===== src/rtl/loader_pkg.sv =====
// Shared definitions for the instruction loader.
//   ld_state_t     : loader FSM states
//   BYTES_PER_WORD : bytes packed into one instruction word
//   IDX_W          : width of the byte index inside a word
//   LAST_IDX       : byte index of the final byte of a word
package loader_pkg;

  typedef enum logic [1:0] {LD_IDLE, LD_LOAD, LD_DONE} ld_state_t;

  localparam int BYTES_PER_WORD = 4;
  localparam int IDX_W          = $clog2(BYTES_PER_WORD);
  localparam logic [IDX_W-1:0] LAST_IDX = IDX_W'(BYTES_PER_WORD - 1);

endpackage


===== src/rtl/inst_loader_ctrl_byte_packer.sv =====
// byte_packer: big-endian byte-to-word packer.
//   i_clk        : clock (posedge)
//   i_rst_n      : synchronous active-low reset
//   i_clear      : drop any partial word and the byte index (wins over i_accept)
//   i_accept     : take i_byte this cycle
//   i_byte       : incoming byte
//   o_idx        : byte index of the next byte within the current word
//   o_word       : last completed word, first byte in the MSBs
//   o_word_valid : 1-cycle pulse, the cycle after the last byte of a word is taken
module byte_packer
  import loader_pkg::*;
(
  input  logic             i_clk,
  input  logic             i_rst_n,
  input  logic             i_clear,
  input  logic             i_accept,
  input  logic [7:0]       i_byte,
  output logic [IDX_W-1:0] o_idx,
  output logic [31:0]      o_word,
  output logic             o_word_valid
);

  localparam int SHIFT_W = (BYTES_PER_WORD - 1) * 8;

  logic [IDX_W-1:0]   r_idx;
  logic               r_word_valid;
  logic [SHIFT_W-1:0] r_shift;
  logic [31:0]        r_word;
  logic               w_last;

  assign w_last = (r_idx == LAST_IDX);

  always_ff @(posedge i_clk) begin
    if (!i_rst_n) begin
      r_idx        <= '0;
      r_word_valid <= 1'b0;
    end else if (i_clear) begin
      r_idx        <= '0;
      r_word_valid <= 1'b0;
    end else begin
      r_word_valid <= 1'b0;
      if (i_accept) begin
        if (w_last) begin
          r_idx        <= '0;
          r_word_valid <= 1'b1;
        end else begin
          r_idx <= r_idx + 1'b1;
        end
      end
    end
  end

  // Data path carries no reset: the index decides which bytes are meaningful,
  // and the first three bytes of every word overwrite the whole shift register.
  always_ff @(posedge i_clk) begin
    if (i_accept && !i_clear) begin
      if (w_last) begin
        r_word <= {r_shift, i_byte};
      end else begin
        r_shift <= {r_shift[SHIFT_W-9:0], i_byte};
      end
    end
  end

  assign o_idx        = r_idx;
  assign o_word       = r_word;
  assign o_word_valid = r_word_valid;

endmodule


===== src/rtl/inst_loader_ctrl.sv =====
// inst_loader_ctrl: sequences a program download from the host byte stream
// into instruction memory and holds fetch off while loading.
//   CLK          : clock (posedge)
//   reset        : synchronous active-low reset
//   input_data   : loader byte
//   input_valid  : input_data valid this cycle
//   input_start  : begin a program load (pulse)
//   input_end    : end the program load (pulse)
//   wr_en        : inst memory write strobe, one cycle per word
//   wr_addr      : inst memory word address
//   wr_data      : word written
//   inst_enable  : 1 = fetch may run, 0 = load in progress
//   load_done    : last load finished without errors
//   word_count   : words written in current/last load (saturates at 2**W)
//   overflow_err : sticky, a word completed with memory full
//   partial_err  : sticky, end arrived with 1-3 bytes pending
module inst_loader_ctrl
  import loader_pkg::*;
#(
  parameter int INST_MEM_WIDTH = 2
) (
  input  logic                      CLK,
  input  logic                      reset,
  input  logic [7:0]                input_data,
  input  logic                      input_valid,
  input  logic                      input_start,
  input  logic                      input_end,
  output logic                      wr_en,
  output logic [INST_MEM_WIDTH-1:0] wr_addr,
  output logic [31:0]               wr_data,
  output logic                      inst_enable,
  output logic                      load_done,
  output logic [INST_MEM_WIDTH:0]   word_count,
  output logic                      overflow_err,
  output logic                      partial_err
);

  localparam int W = INST_MEM_WIDTH;
  localparam logic [W:0] FULL = {1'b1, {W{1'b0}}};

  ld_state_t        r_state;
  ld_state_t        w_next_state;
  logic             r_wr_en;
  logic [W-1:0]     r_wr_addr;
  logic [31:0]      r_wr_data;
  logic             r_inst_enable;
  logic             r_load_done;
  logic [W:0]       r_word_count;
  logic             r_overflow_err;
  logic             r_partial_err;

  logic             w_accept;
  logic             w_completes;
  logic             w_pending;
  logic             w_end_evt;
  logic             w_clear;
  logic             w_take;
  logic             w_full;
  logic             w_write;
  logic             w_ovf;
  logic [IDX_W-1:0] w_idx;
  logic [31:0]      w_word;
  logic             w_word_valid;

  // Next-state logic; a start always (re)enters LOAD, taking priority over end.
  always_comb begin
    w_next_state = r_state;
    case (r_state)
      LD_IDLE: if (input_start) w_next_state = LD_LOAD;
      LD_LOAD: begin
        if (input_start)    w_next_state = LD_LOAD;
        else if (input_end) w_next_state = LD_DONE;
      end
      LD_DONE: if (input_start) w_next_state = LD_LOAD;
      default: w_next_state = LD_IDLE;
    endcase
  end

  // A byte that coincides with start belongs to the aborted load and is dropped.
  assign w_accept    = input_valid && (r_state == LD_LOAD) && !input_start;
  assign w_completes = w_accept && (w_idx == LAST_IDX);
  // Bytes left over once this cycle's byte (if any) has been taken.
  assign w_pending   = w_accept ? (w_idx != LAST_IDX) : (w_idx != '0);
  assign w_end_evt   = (r_state == LD_LOAD) && input_end && !input_start;
  assign w_clear     = input_start || (w_end_evt && w_pending);

  byte_packer u_packer (
    .i_clk        (CLK),
    .i_rst_n      (reset),
    .i_clear      (w_clear),
    .i_accept     (w_accept),
    .i_byte       (input_data),
    .o_idx        (w_idx),
    .o_word       (w_word),
    .o_word_valid (w_word_valid)
  );

  // A completed word is written even after end moved the FSM to DONE;
  // only a restart cancels it.
  assign w_take  = w_word_valid && !input_start;
  assign w_full  = (r_word_count == FULL);
  assign w_write = w_take && !w_full;
  assign w_ovf   = w_take && w_full;

  always_ff @(posedge CLK) begin
    if (!reset) begin
      r_state        <= LD_IDLE;
      r_wr_en        <= 1'b0;
      r_wr_addr      <= '0;
      r_wr_data      <= '0;
      r_inst_enable  <= 1'b1;
      r_load_done    <= 1'b0;
      r_word_count   <= '0;
      r_overflow_err <= 1'b0;
      r_partial_err  <= 1'b0;
    end else begin
      r_state <= w_next_state;
      r_wr_en <= w_write;
      if (w_write) begin
        r_wr_addr <= r_word_count[W-1:0];
        r_wr_data <= w_word;
      end
      if (input_start) begin
        r_word_count   <= '0;
        r_overflow_err <= 1'b0;
        r_partial_err  <= 1'b0;
        r_load_done    <= 1'b0;
      end else begin
        if (w_write) r_word_count <= r_word_count + 1'b1;
        if (w_ovf) begin
          r_overflow_err <= 1'b1;
          r_load_done    <= 1'b0;
        end
        if (w_end_evt) begin
          if (w_pending) r_partial_err <= 1'b1;
          r_load_done <= !w_pending && !r_overflow_err && !w_ovf;
        end
      end
      // Fetch stays held until the last write of the load has been strobed.
      r_inst_enable <= (w_next_state != LD_LOAD) && !w_completes && !w_write;
    end
  end

  assign wr_en        = r_wr_en;
  assign wr_addr      = r_wr_addr;
  assign wr_data      = r_wr_data;
  assign inst_enable  = r_inst_enable;
  assign load_done    = r_load_done;
  assign word_count   = r_word_count;
  assign overflow_err = r_overflow_err;
  assign partial_err  = r_partial_err;

endmodule

===== config.mk =====
export PLATFORM = sky130hd
export DESIGN_NAME = inst_loader_ctrl
export DESIGN_NICKNAME = d
export VERILOG_FILES = /design/src/rtl/loader_pkg.sv /design/src/rtl/inst_loader_ctrl_byte_packer.sv /design/src/rtl/inst_loader_ctrl.sv
export SDC_FILE = /design/constraint.sdc
export NUM_CORES = 1
export LEC_CHECK = 0
export BUFFER_PORTS_ARGS = -buffer_cell sky130_fd_sc_hd__buf_2
export CORE_AREA = 2 2 105 107
export CTS_CLUSTER_DIAMETER = 100
export CTS_CLUSTER_SIZE = 8
export DETAILED_ROUTE_END_ITERATION = 12
export DIE_AREA = 0 0 107 109
export PLACE_DENSITY = 0.58
export SLEW_MARGIN = 20
export SYNTH_ARGS = -nofsm -noshare
export SYNTH_HDL_FRONTEND = slang
export SYNTH_HIERARCHICAL = 1
export SYNTH_SLANG_ARGS = --single-unit

===== constraint.sdc =====
create_clock -name CLK -period 4 [get_ports CLK]
set_clock_uncertainty 0.2 [all_clocks]
set_input_delay 0.6 -clock CLK [delete_from_list [all_inputs] [get_ports CLK]]
set_output_delay 0.6 -clock CLK [all_outputs]
set_load 0.01 [all_outputs]

==> results of run 1 <==
[power groups by stage]
| stage | combinational, mW | clock [mW] | sequential [mW] |
|---|---|---|---|
| after floorplan | 0.0166 | 0 | 1.14 |
| after global placement | 0.0310 | 0 | 1.14 |
| after detailed placement | 0.0317 | 0 | 1.14 |
| after CTS | 0.0317 | 0.670 | 1.11 |
| after global routing | 0.0345 | 0.709 | 1.12 |
| final | 0.0314 | 0.645 | 1.11 |
[cell families after synthesis]
| logic type | after synthesis | share of synthesized area [%] |
|---|---|---|
| DFF | 103 | 73.1 |
| and+or+nand+nor | 101 | 13.7 |
| AOI/OAI and AO/OA | 45 | 8.33 |
| buffers and inverters | 13 | 2.75 |
| adders and majority gates | 4 | 1.39 |
| xor gates and xnor gates | 2 | 0.488 |
| muxes | 1 | 0.279 |
[layer usage]
metal / vias to the layer above / GRT usage (%) / wire length, µm
li1: 1043 / - / -
met1: 1004 / 15.3 / 3200
met2: 41 / 17.7 / 2840
met3: 4 / 2.75 / 207
met4: 0 / 4.82 / 39
met5: - / 0 / 0
[stage by stage]
stage | total power, mW | area [µm²]
3_5_place_dp | 1.17 | 3970
2_1_floorplan | 1.16 | 3590
6_report | 1.79 | 4170
4_1_cts | 1.82 | 4170
5_1_grt | 1.86 | 4170
3_3_place_gp | 1.17 | 3970
[sequential cells by signal, indices dropped and copies added, names as in the netlist]
signal and count:
wr_data 32, wr_addr 2, word_count 3, u_packer/o_idx 2, partial_err 1, u_packer/o_word_valid 1
load_done 1, r_state 2, wr_en 1, u_packer/o_word 32, overflow_err 1, u_packer/r_shift 24
inst_enable 1
[worst min path at each step]
stage / from / cells past startpoint / end
after floorplan: u_packer/r_shift[16] / 0 / u_packer/o_word[24]
after global placement: u_packer/r_shift[16] / 0 / u_packer/o_word[24]
after detailed placement: u_packer/r_shift[17] / 0 / u_packer/o_word[25]
after CTS: input_data[2] / 1 / u_packer/r_shift[2]
after global routing: input_data[2] / 1 / u_packer/o_word[2]
final: u_packer/r_shift[17] / 0 / u_packer/o_word[25]
[area by class of cell]
class                           count  area [µm²]  share of cell area (%)
Inverter                            3        11.3                   0.270
Clock inverter                      4        55.1                    1.32
Tap cell                          140         175                    4.20
Sequential cell                   103        2620                    62.9
Multi-Input combinational cell    153         875                    21.0
Timing Repair Buffer               56         285                    6.84
Clock buffer                       12         145                    3.48
[critical path, cell delays in order (launching register included)]
cell      delay (ns)
dfxtp_1         0.44
and4b_1         0.26
nand3b_1        0.14
a21o_1          0.22
and3b_2         0.77
[layout by cell type (no fill, tap or decap), types with 2 or more instances in the layout]
master    count
nand2_1      63
edfxtp_1     56
buf_2        54
dfxtp_1      47
a21oi_1      25
a21oi_2      15
nand2_2      11
clkbuf_8     10
nor2_1        8
nand2b_1      5
ha_1          4
inv_1         2
nand3b_1      2
and3b_2       2
clkbuf_1      2
buf_4         2
==> metrics.yaml, run 1 <==
cts:
  cts_resized: 0
  cts_tree: "yes"
  clock_sinks: 103
  cts_setup_buffers: 0
  cts_inserted_buffers: 9
  clk_path_buf_depth: 2
  cts_max_level: 3
  cts_root_buffer: "clkbuf_8"
  clkTransAtPathRegs_ns: 0.09
  clock_latency_ns: 0.34
  cts_hold_buf: 0
logic_synthesis:
  synthTopCellsByArea: "edfxtp_1 (47%), dfxtp_1 (26%), nand2_1 (6.6%)"
  syn_inst: 269
  yosys.area.top_type: "edfxtp_1"
  yosysWarnings: 6
  syn_nets: 286
  synth_cell_type_count: 35
  synth-edff-count: 56
  synth_common_cells: "nand2_1 (63), edfxtp_1 (56), dfxtp_1 (47), a21oi_1 (25), a21oi_2 (15)"
  synth_top_area_share_pct: 46.9
  yosysSeqAreaShare_pct: 73.1
  synthMostInstantiatedCell: "nand2_1"
  synth_area_per_cell_um2: 13.3
  ys.flop_type: "edfxtp_1"
  ys_ff_latch: 103
  async_reset_ff_share_pct: 0
  synthesis.area_mm2: 0.00359
power:
  p_sw_uw: 357
  netSwitchingFraction_pct: 19.9
  seqPwrFrac_pct: 62.2
  peakVddDrop_uv: 173
  powerDensity_mw_per_mm2: 430
  combPwrFrac_pct: 1.8
  clock_power_share_pct: 36.0
  p_leak_nw: 1.48
  p_int_mw: 1.43
detailed_routing:
  vias: 2092
  routed_wl_um: 6290
  drc: 0
  vias_per_cell: 4.44
  drtIter0Drc: 88
  drtAntennaViolNets: 0
  first_pass_iters: 4
  wire_per_inst_um: 13.4
die:
  die_h_um: 109
  core_area_mm2: 0.0106
  io_pins: 55
  rows: 38
  die-width_um: 107
  start_util_pct: 33.8
  die_area_mm2: 0.0117
worst_setup_path:
  startpoint: "u_packer/o_idx[0]"
  path_max_fanout: 33
  timing.reg2reg.worst_path_depth: 4
  timing.rr.start: "u_packer/o_idx[0]"
  end_kind: "flop"
  critPathKind: "flop to flop"
  cp.arrival_ns: 2.19
  worstSetupEndpoint: "u_packer/o_word[14]"
  rr_endpoint: "u_packer/o_word[14]"
  startpoint_type: "flop"
  cp_data_required_time_ns: 3.77
  r2r_setup_slack_ns: 1.58
global_routing:
  grt_overflow: 0
  antenna_found_initial: 0
  grt_pass1_wl_um: 10300
  grt_max_degree: 38
  grt_usage_pct: 11.4
  first_global_vias: 2083
timing:
  worstMarginPinSlew_ns: 0.801
  rsz0062_at_grt: "false"
  finalHoldViolations: 0
  worst_slack_ns: 1.58
  hold_slack_ns: 0.225
  fin_setup_tns_ns: 0
  slew_headroom_pct: 46.6
  period_share_pct: 60.5
  drv_slew: 0
  finalSetupViolations: 0
  max_freq_ghz: 0.413
  fin_crit_ns: 2.42
run:
  cap_violations: 0
layout:
  nNetsFinal: 343
  final_cells: 471
  drive_gt1_share_pct: 30.5
  fin_util_pct: 39.3
  fill_cells: 992
  syn_to_final_growth_pct: 16.2
  diodes: 0
hold_path:
  hold_path_class: "flop to flop"
place:
  dp_slack_ns: 1.35
  gp_congestion: 0.789
  io_buffers: 54
  dp.cells: 455
  hpwl_um: 3880
status:
  outcome: "complete, no violations"
(Power assumes the default switching activity.)
==> run 2, diff against run 1 <==
==> constraint.sdc (replaced) <==
create_clock -name CLK -period 2.4 [get_ports CLK]
set_clock_uncertainty 0.2 [all_clocks]
set_input_delay 0.36 -clock CLK [delete_from_list [all_inputs] [get_ports CLK]]
set_output_delay 0.36 -clock CLK [all_outputs]
set_load 0.01 [all_outputs]
==> metrics.yaml, run 2 (synthesis gave the netlist of run 1 again) <==
timing:
  worst_slack_ns: 0.300  # -1.28 ns
  drv_slew: 0  # unchanged
  hold_slack_ns: 0.0875  # -0.137 ns
  rsz0062_at_grt: "false"
  slew_headroom_pct: 62.5  # +16 points
  period_share_pct: 87.5  # +27 points
  finalHoldViolations: 0  # unchanged
  fin_crit_ns: 2.10  # -0.321 ns
  worstMarginPinSlew_ns: 0.561  # -0.241 ns
  max_freq_ghz: 0.476  # +15%
  finalSetupViolations: 0  # unchanged
layout:
  diodes: 0  # unchanged
  nNetsFinal: 354  # +3.2%
  layout_commonest_cell: "nand2_1"
  mostFrequentLayoutCells: "nand2_1 (63), edfxtp_1 (56), buf_2 (54)"
  final_cells: 482  # +2.3%
  drive_gt1_share_pct: 30.7  # +0.19 points
  syn_to_final_growth_pct: 20.0
  fill_cells: 1019  # +2.7%
place:
  dp_slack_ns: 0.311  # -1.04 ns
  hpwl_um: 4040  # +4.2%
  io_buffers: 54  # unchanged
  gp_congestion: 0.804  # +1.8%
  dp.cells: 457  # +0.44%
power:
  netSwitchingFraction_pct: 21.8  # +1.8 points
  seqPwrFrac_pct: 63.0  # +0.8 points
  p_leak_nw: 1.54  # +3.9%
  p_int_mw: 2.31  # +61%
  peakVddDrop_uv: 587  # +240%
  p_sw_uw: 642  # +80%
  combPwrFrac_pct: 2.2  # +0.4 points
  powerDensity_mw_per_mm2: 684  # +59%
  clock_power_share_pct: 34.7  # -1.3 points
worst_setup_path:
  cp_data_required_time_ns: 2.27  # -1.50 ns
  critPathKind: "flop to flop"
  cp_slowest_stage_delay_ns: 0.50  # -0.27 ns
  startpoint_type: "flop"
  cp.arrival_ns: 1.97  # -0.22 ns
  critPathTopFamily: "simple AND/OR/NAND/NOR gates"
  end_kind: "flop"
  cp_slowest_cell: "nor3b_1"
  crit_chain: "nand2b_1, nor3b_1, nor3b_4, buf_12"
  path_max_fanout: 24  # -27%
  worst-path-buf-inv: 1  # +1
global_routing:
  grt_max_degree: 38  # unchanged
  grt_overflow: 0  # unchanged
  grt_usage_pct: 11.3  # -0.12 points
  grt_pass1_wl_um: 10000  # -2.6%
  first_global_vias: 2090  # +0.34%
  antenna_found_initial: 0  # unchanged
die:
  die-width_um: 107  # unchanged
  io_pins: 55  # unchanged
  die_h_um: 109  # unchanged
  die_area_mm2: 0.0117  # unchanged
  core_area_mm2: 0.0106  # unchanged
  start_util_pct: 33.8  # unchanged
  rows: 38  # unchanged
hold_path:
  hold_path_class: "primary input to flop"
cts:
  cts_resized: 0  # unchanged
  clk_path_buf_depth: 2  # unchanged
  cts_tree: "yes"
  cts_inserted_buffers: 9  # unchanged
  clock_sinks: 103  # unchanged
  cts_root_buffer: "clkbuf_8"
  clock_latency_ns: 0.36  # +0.02 ns
  cts_setup_buffers: 0  # unchanged
  clkTransAtPathRegs_ns: 0.10  # about the same
  cts_max_level: 3  # unchanged
detailed_routing:
  vias: 2164  # +3.4%
  drtIter0Drc: 116  # +32%
  drtAntennaViolNets: 0  # unchanged
  vias_per_cell: 4.49  # +1.1%
  wire_per_inst_um: 13.1  # -1.9%
  first_pass_iters: 4  # unchanged
  routed_wl_um: 6320  # +0.41%
  drc: 0  # unchanged
status:
  outcome: "complete, no violations"
run:
  cap_violations: 0  # unchanged
==> run 2: routing by layer <==
| layer | GRT usage, % | vias to the layer above | wire length [µm] |
|---|---|---|---|
| met3 | 3.95 | 6 | 295 |
| met1 | 14.9 | 1042 | 3000 |
| met2 | 17.3 | 51 | 2960 |
| met4 | 3.90 | 0 | 60 |
| li1 | - | 1065 | - |
| met5 | 0 | - | 0 |
==> run 2: timing repair <==
item                                    CTS  global route
endpoints found under the setup margin    0             0
endpoints found under the hold margin    16             1
hold buffers                              8             1
==> run 2: worst min-delay path: stages <==
cell and delay [ns]:
buf_2 0.11, nand3b_1 0.07, a21oi_1 0.06
==> run 2: worst paths after layout <==
path	to	slack, ns	startpoint	cells after the start
max	u_packer/r_shift[3]	0.30	r_state[1]	4
min	r_state[1]	0.09	input_end	3
max reg2reg	u_packer/r_shift[3]	0.30	r_state[1]	4
min reg2reg	u_packer/o_word[31]	0.23	u_packer/r_shift[23]	0
==> run 2: power groups by stage <==
stage	combinational (mW)	clock, mW	sequential, mW
CTS	0.0649	1.07	1.86
floorplan	0.0287	0	1.90
global route	0.0708	1.14	1.86
global placement	0.0544	0	1.90
finish	0.0653	1.02	1.86
detailed placement	0.0550	0	1.90
==> run 2: layout make-up <==
type	count	area (µm²)	area share, %
timing repair buffer	67	428	9.94
inverter	3	11.3	0.261
clock buffer	10	138	3.20
sequential	103	2620	60.9
clock inverter	6	51.3	1.19
multi-input combinational	153	881	20.5
tap	140	175	4.07
==> run 2: metrics by stage <==
step	cell area, µm²	total power [mW]	util, %	TNS, ns
finish	4310	2.95	40.6	0
global route	4310	3.08	40.6	0
CTS	4300	2.99	40.5	0
detailed placement	4030	1.95	38.0	0
global placement	4030	1.95	38.0	0
floorplan	3600	1.93	-	-0.540
==> run 3, diff against run 2 <==
--- a/config.mk
+++ b/config.mk
@@ -5,15 +5,18 @@
 export SDC_FILE = /design/constraint.sdc
 export NUM_CORES = 1
 export LEC_CHECK = 0
+export ABC_AREA = 1
 export BUFFER_PORTS_ARGS = -buffer_cell sky130_fd_sc_hd__buf_2
-export CORE_AREA = 2 2 105 107
+export CORE_AREA = 2 2 104 106
+export CTS_BUF_LIST = sky130_fd_sc_hd__clkbuf_4
 export CTS_CLUSTER_DIAMETER = 100
 export CTS_CLUSTER_SIZE = 8
 export DETAILED_ROUTE_END_ITERATION = 12
-export DIE_AREA = 0 0 107 109
+export DIE_AREA = 0 0 106 108
 export PLACE_DENSITY = 0.58
 export SLEW_MARGIN = 20
 export SYNTH_ARGS = -nofsm -noshare
 export SYNTH_HDL_FRONTEND = slang
 export SYNTH_HIERARCHICAL = 1
 export SYNTH_SLANG_ARGS = --single-unit
+export TNS_END_PERCENT = 50
==> metrics.yaml, run 3 <==
power:
  clock_power_share_pct: 29.5  # -5.2 points
  powerDensity_mw_per_mm2: 661  # -3.5%
  p_int_mw: 2.13  # -7.4%
  combPwrFrac_pct: 2.7  # +0.5 points
  total_power_mw: 2.74  # -7.0%
  netSwitchingFraction_pct: 22.1  # +0.32 points
  seqPwrFrac_pct: 67.8  # +4.8 points
  peakVddDrop_uv: 349  # -41%
  p_sw_uw: 606  # -5.7%
  p_leak_nw: 1.63  # +5.8%
logic_synthesis:
  yosysWarnings: 6  # unchanged
  synth_cell_type_count: 23  # -34%
  synthTopCellsByArea: "edfxtp_1 (48%), dfxtp_1 (27%), nor2_1 (8.1%)"
  yosysSeqAreaShare_pct: 74.7  # +1.6 points
  synth_area_per_cell_um2: 12.0  # -10%
  yosys.area.top_type: "edfxtp_1"
  synth-xor-area-share_pct: 0.250  # -0.24 points
  synthMuxAreaShare_pct: 0  # -0.28 points
  syn_nets: 310  # +8.4%
  synthAdderAreaFrac_pct: 1.43  # +0.031 points
  ys_ff_latch: 103  # unchanged
  async_reset_ff_share_pct: 0  # unchanged
  synthesis.area_mm2: 0.00351  # -2.2%
  yosys.area_share.simple_pct: 12.5  # -1.1 points
  ys.flop_type: "edfxtp_1"
  synth_common_cells: "nor2_1 (76), edfxtp_1 (56), dfxtp_1 (47), o21ai_0 (31), nand2_1 (21)"
  synthMostInstantiatedCell: "nor2_1"
  synth_top_area_share_pct: 47.9  # +1.1 points
  synth_top_family_by_area: "simple AND/OR/NAND/NOR gates"
  synth_compound_area_share_pct: 6.74  # -1.6 points
  synth-edff-count: 56  # unchanged
  syn_inst: 293  # +8.9%
timing:
  rsz0062_at_grt: "false"
  fin_crit_ns: 1.97  # -0.128 ns
  drv_slew: 0  # unchanged
  worstMarginPinSlew_ns: 0.377  # -0.183 ns
  fin_setup_tns_ns: 0  # unchanged
  finalSetupViolations: 0  # unchanged
  slew_headroom_pct: 74.8  # +12 points
  period_share_pct: 82.1  # -5.4 points
  max_freq_ghz: 0.507  # +6.5%
  finalHoldViolations: 0  # unchanged
layout:
  fill_cells: 989  # -2.9%
  diodes: 0  # unchanged
  layout_commonest_cell: "nor2_1"
  syn_to_final_growth_pct: 18.2
  final_cells: 501  # +3.9%
  final_area_mm2: 0.00415  # -3.7%
  mostFrequentLayoutCells: "nor2_1 (74), edfxtp_1 (56), buf_2 (54)"
  nNetsFinal: 377  # +6.5%
  drive_gt1_share_pct: 23.0  # -7.7 points
cts:
  cts_tree: "yes"
  clock_sinks: 103  # unchanged
  cts_max_level: 3  # unchanged
  clk_path_buf_depth: 2  # unchanged
  clock_latency_ns: 0.44  # +0.08 ns
  clkTransAtPathRegs_ns: 0.15  # +0.05 ns
  cts_inserted_buffers: 9  # unchanged
  cts_resized: 0  # unchanged
  cts_root_buffer: "clkbuf_4"
detailed_routing:
  drtAntennaViolNets: 0  # unchanged
  vias_per_cell: 4.26  # -5.0%
  wire_per_inst_um: 11.9  # -9.5%
  drc: 0  # unchanged
  vias: 2136  # -1.3%
  first_pass_iters: 4  # unchanged
  routed_wl_um: 5940  # -6.0%
  drtIter0Drc: 129  # +11%
worst_setup_path:
  timing.reg2reg.worst_path_depth: 9  # +5
  timing.rr.start: "r_state[0]"
  r2r_setup_slack_ns: 0.43  # +0.13 ns
  cp_slowest_stage_delay_ns: 0.37  # -0.13 ns
  end_kind: "flop"
  rr_endpoint: "u_packer/o_word[21]"
  cp_slowest_cell: "dfxtp_1"
  cp_data_required_time_ns: 2.35  # +0.08 ns
  cp.arrival_ns: 1.92  # -0.05 ns
  crit_chain: "inv_1, nor2_1, nand3_1, nand3_1, nand2_1, inv_1, nand2_1, nor2_4, buf_12"
  startpoint_type: "flop"
  critPathKind: "flop to flop"
  path_max_fanout: 32  # +33%
hold_path:
  worstHoldStart: "reset"
  hold_end: "wr_addr[0]"
  hold_path_class: "primary input to flop"
  worst_hold_path.num_cells: 3  # unchanged
place:
  io_buffers: 54  # unchanged
  placed_cell_area_mm2: 0.00395  # -2.1%
  gp_congestion: 0.748  # -6.9%
  dp.cells: 477  # +4.4%
  hpwl_um: 3900  # -3.5%
die:
  die-width_um: 106  # -0.93%
  start_util_pct: 34.3  # +0.46 points
  core_area_mm2: 0.0102  # -3.5%
  die_area_mm2: 0.0114  # -1.8%
  io_pins: 55  # unchanged
  rows: 37  # -2.6%
  die_h_um: 108  # -0.92%
global_routing:
  grt_max_degree: 38  # unchanged
  grt_overflow: 0  # unchanged
  grt_pass1_wl_um: 9770  # -2.3%
  first_global_vias: 2009  # -3.9%
  antenna_found_initial: 0  # unchanged
  grt_usage_pct: 11.1  # -0.15 points
run:
  cap_violations: 0  # unchanged
status:
  outcome: "complete, no violations"
[run 3: cell count changes after synthesis, moves of 3 or more]
cell,change
nor2_1,+68
nand2_1,-42
o21ai_0,+30
a21oi_1,-19
inv_1,+18
a21oi_2,-12
nand2_2,-9
nand3_1,+6
nand2b_1,-5
o21ai_1,+5
buf_2,-3
buf_4,+3
[run 3: timing repair]
action,CTS,global route
hold endpoints to repair,16,0
buffers inserted,0,0
hold buffers,8,0
[run 3: final cells by class]
cell class	instances	area (µm²)	share of cell area (%)
clock inverter	5	40.0	0.965
sequential	103	2620	63.2
multi-input combinational	159	746	18.0
timing repair buffer	66	405	9.77
clock buffer	11	82.6	1.99
inverter	21	81.3	1.96
tap	136	170	4.10
[run 3: critical path, delay by kind of cell, from the launching register on]
family,cells,cell delay [ns]
buf+inv,3,0.38
simple gates,6,0.70
flops,1,0.37
[run 3: per-layer routing]
metal / part of all wire (%) / global-route usage [%] / routed length (µm) / vias to the layer above
met3: 5.6 / 3.56 / 333 / 8
met4: 1.9 / 5.83 / 110 / 0
met5: 0 / 0 / 0 / -
li1: - / - / - / 1105
met1: 51 / 15.7 / 3020 / 973
met2: 42 / 15.2 / 2480 / 50
[run 3: worst max path at each step]
stage,start,end
6_report,r_state[0],u_packer/o_word[21]
5_1_grt,r_state[0],u_packer/r_shift[11]
2_1_floorplan,input_valid,u_packer/r_shift[0]
3_3_place_gp,input_start,u_packer/r_shift[0]
3_5_place_dp,input_start,u_packer/r_shift[0]
4_1_cts,r_state[0],u_packer/r_shift[23]
[run 3: kinds of logic after synthesis]
kind of cell,after synthesis
compound gates,45
buf+inv,31
xor+xnor,1
flops,103
simple gates,109
fa+ha+maj,4
[run 3: power groups by stage]
| stage | Sequential [mW] | Combinational, mW | Clock (mW) |
|---|---|---|---|
| finish | 1.86 | 0.0740 | 0.808 |
| global placement | 1.90 | 0.0634 | 0 |
| global route | 1.86 | 0.0842 | 0.920 |
| detailed placement | 1.90 | 0.0650 | 0 |
| CTS | 1.86 | 0.0747 | 0.844 |
| floorplan | 1.90 | 0.0338 | 0 |
[run 3: stage by stage]
stage               worst slack, ns  utilization [%]  hold slack [ns]
finish                        0.429             40.5           0.0306
global route                  0.271             40.5           0.0317
CTS                           0.422             40.5          0.00704
detailed placement            0.337             38.6            0.205
global placement              0.389             38.6            0.205
floorplan                    -0.163                -            0.200
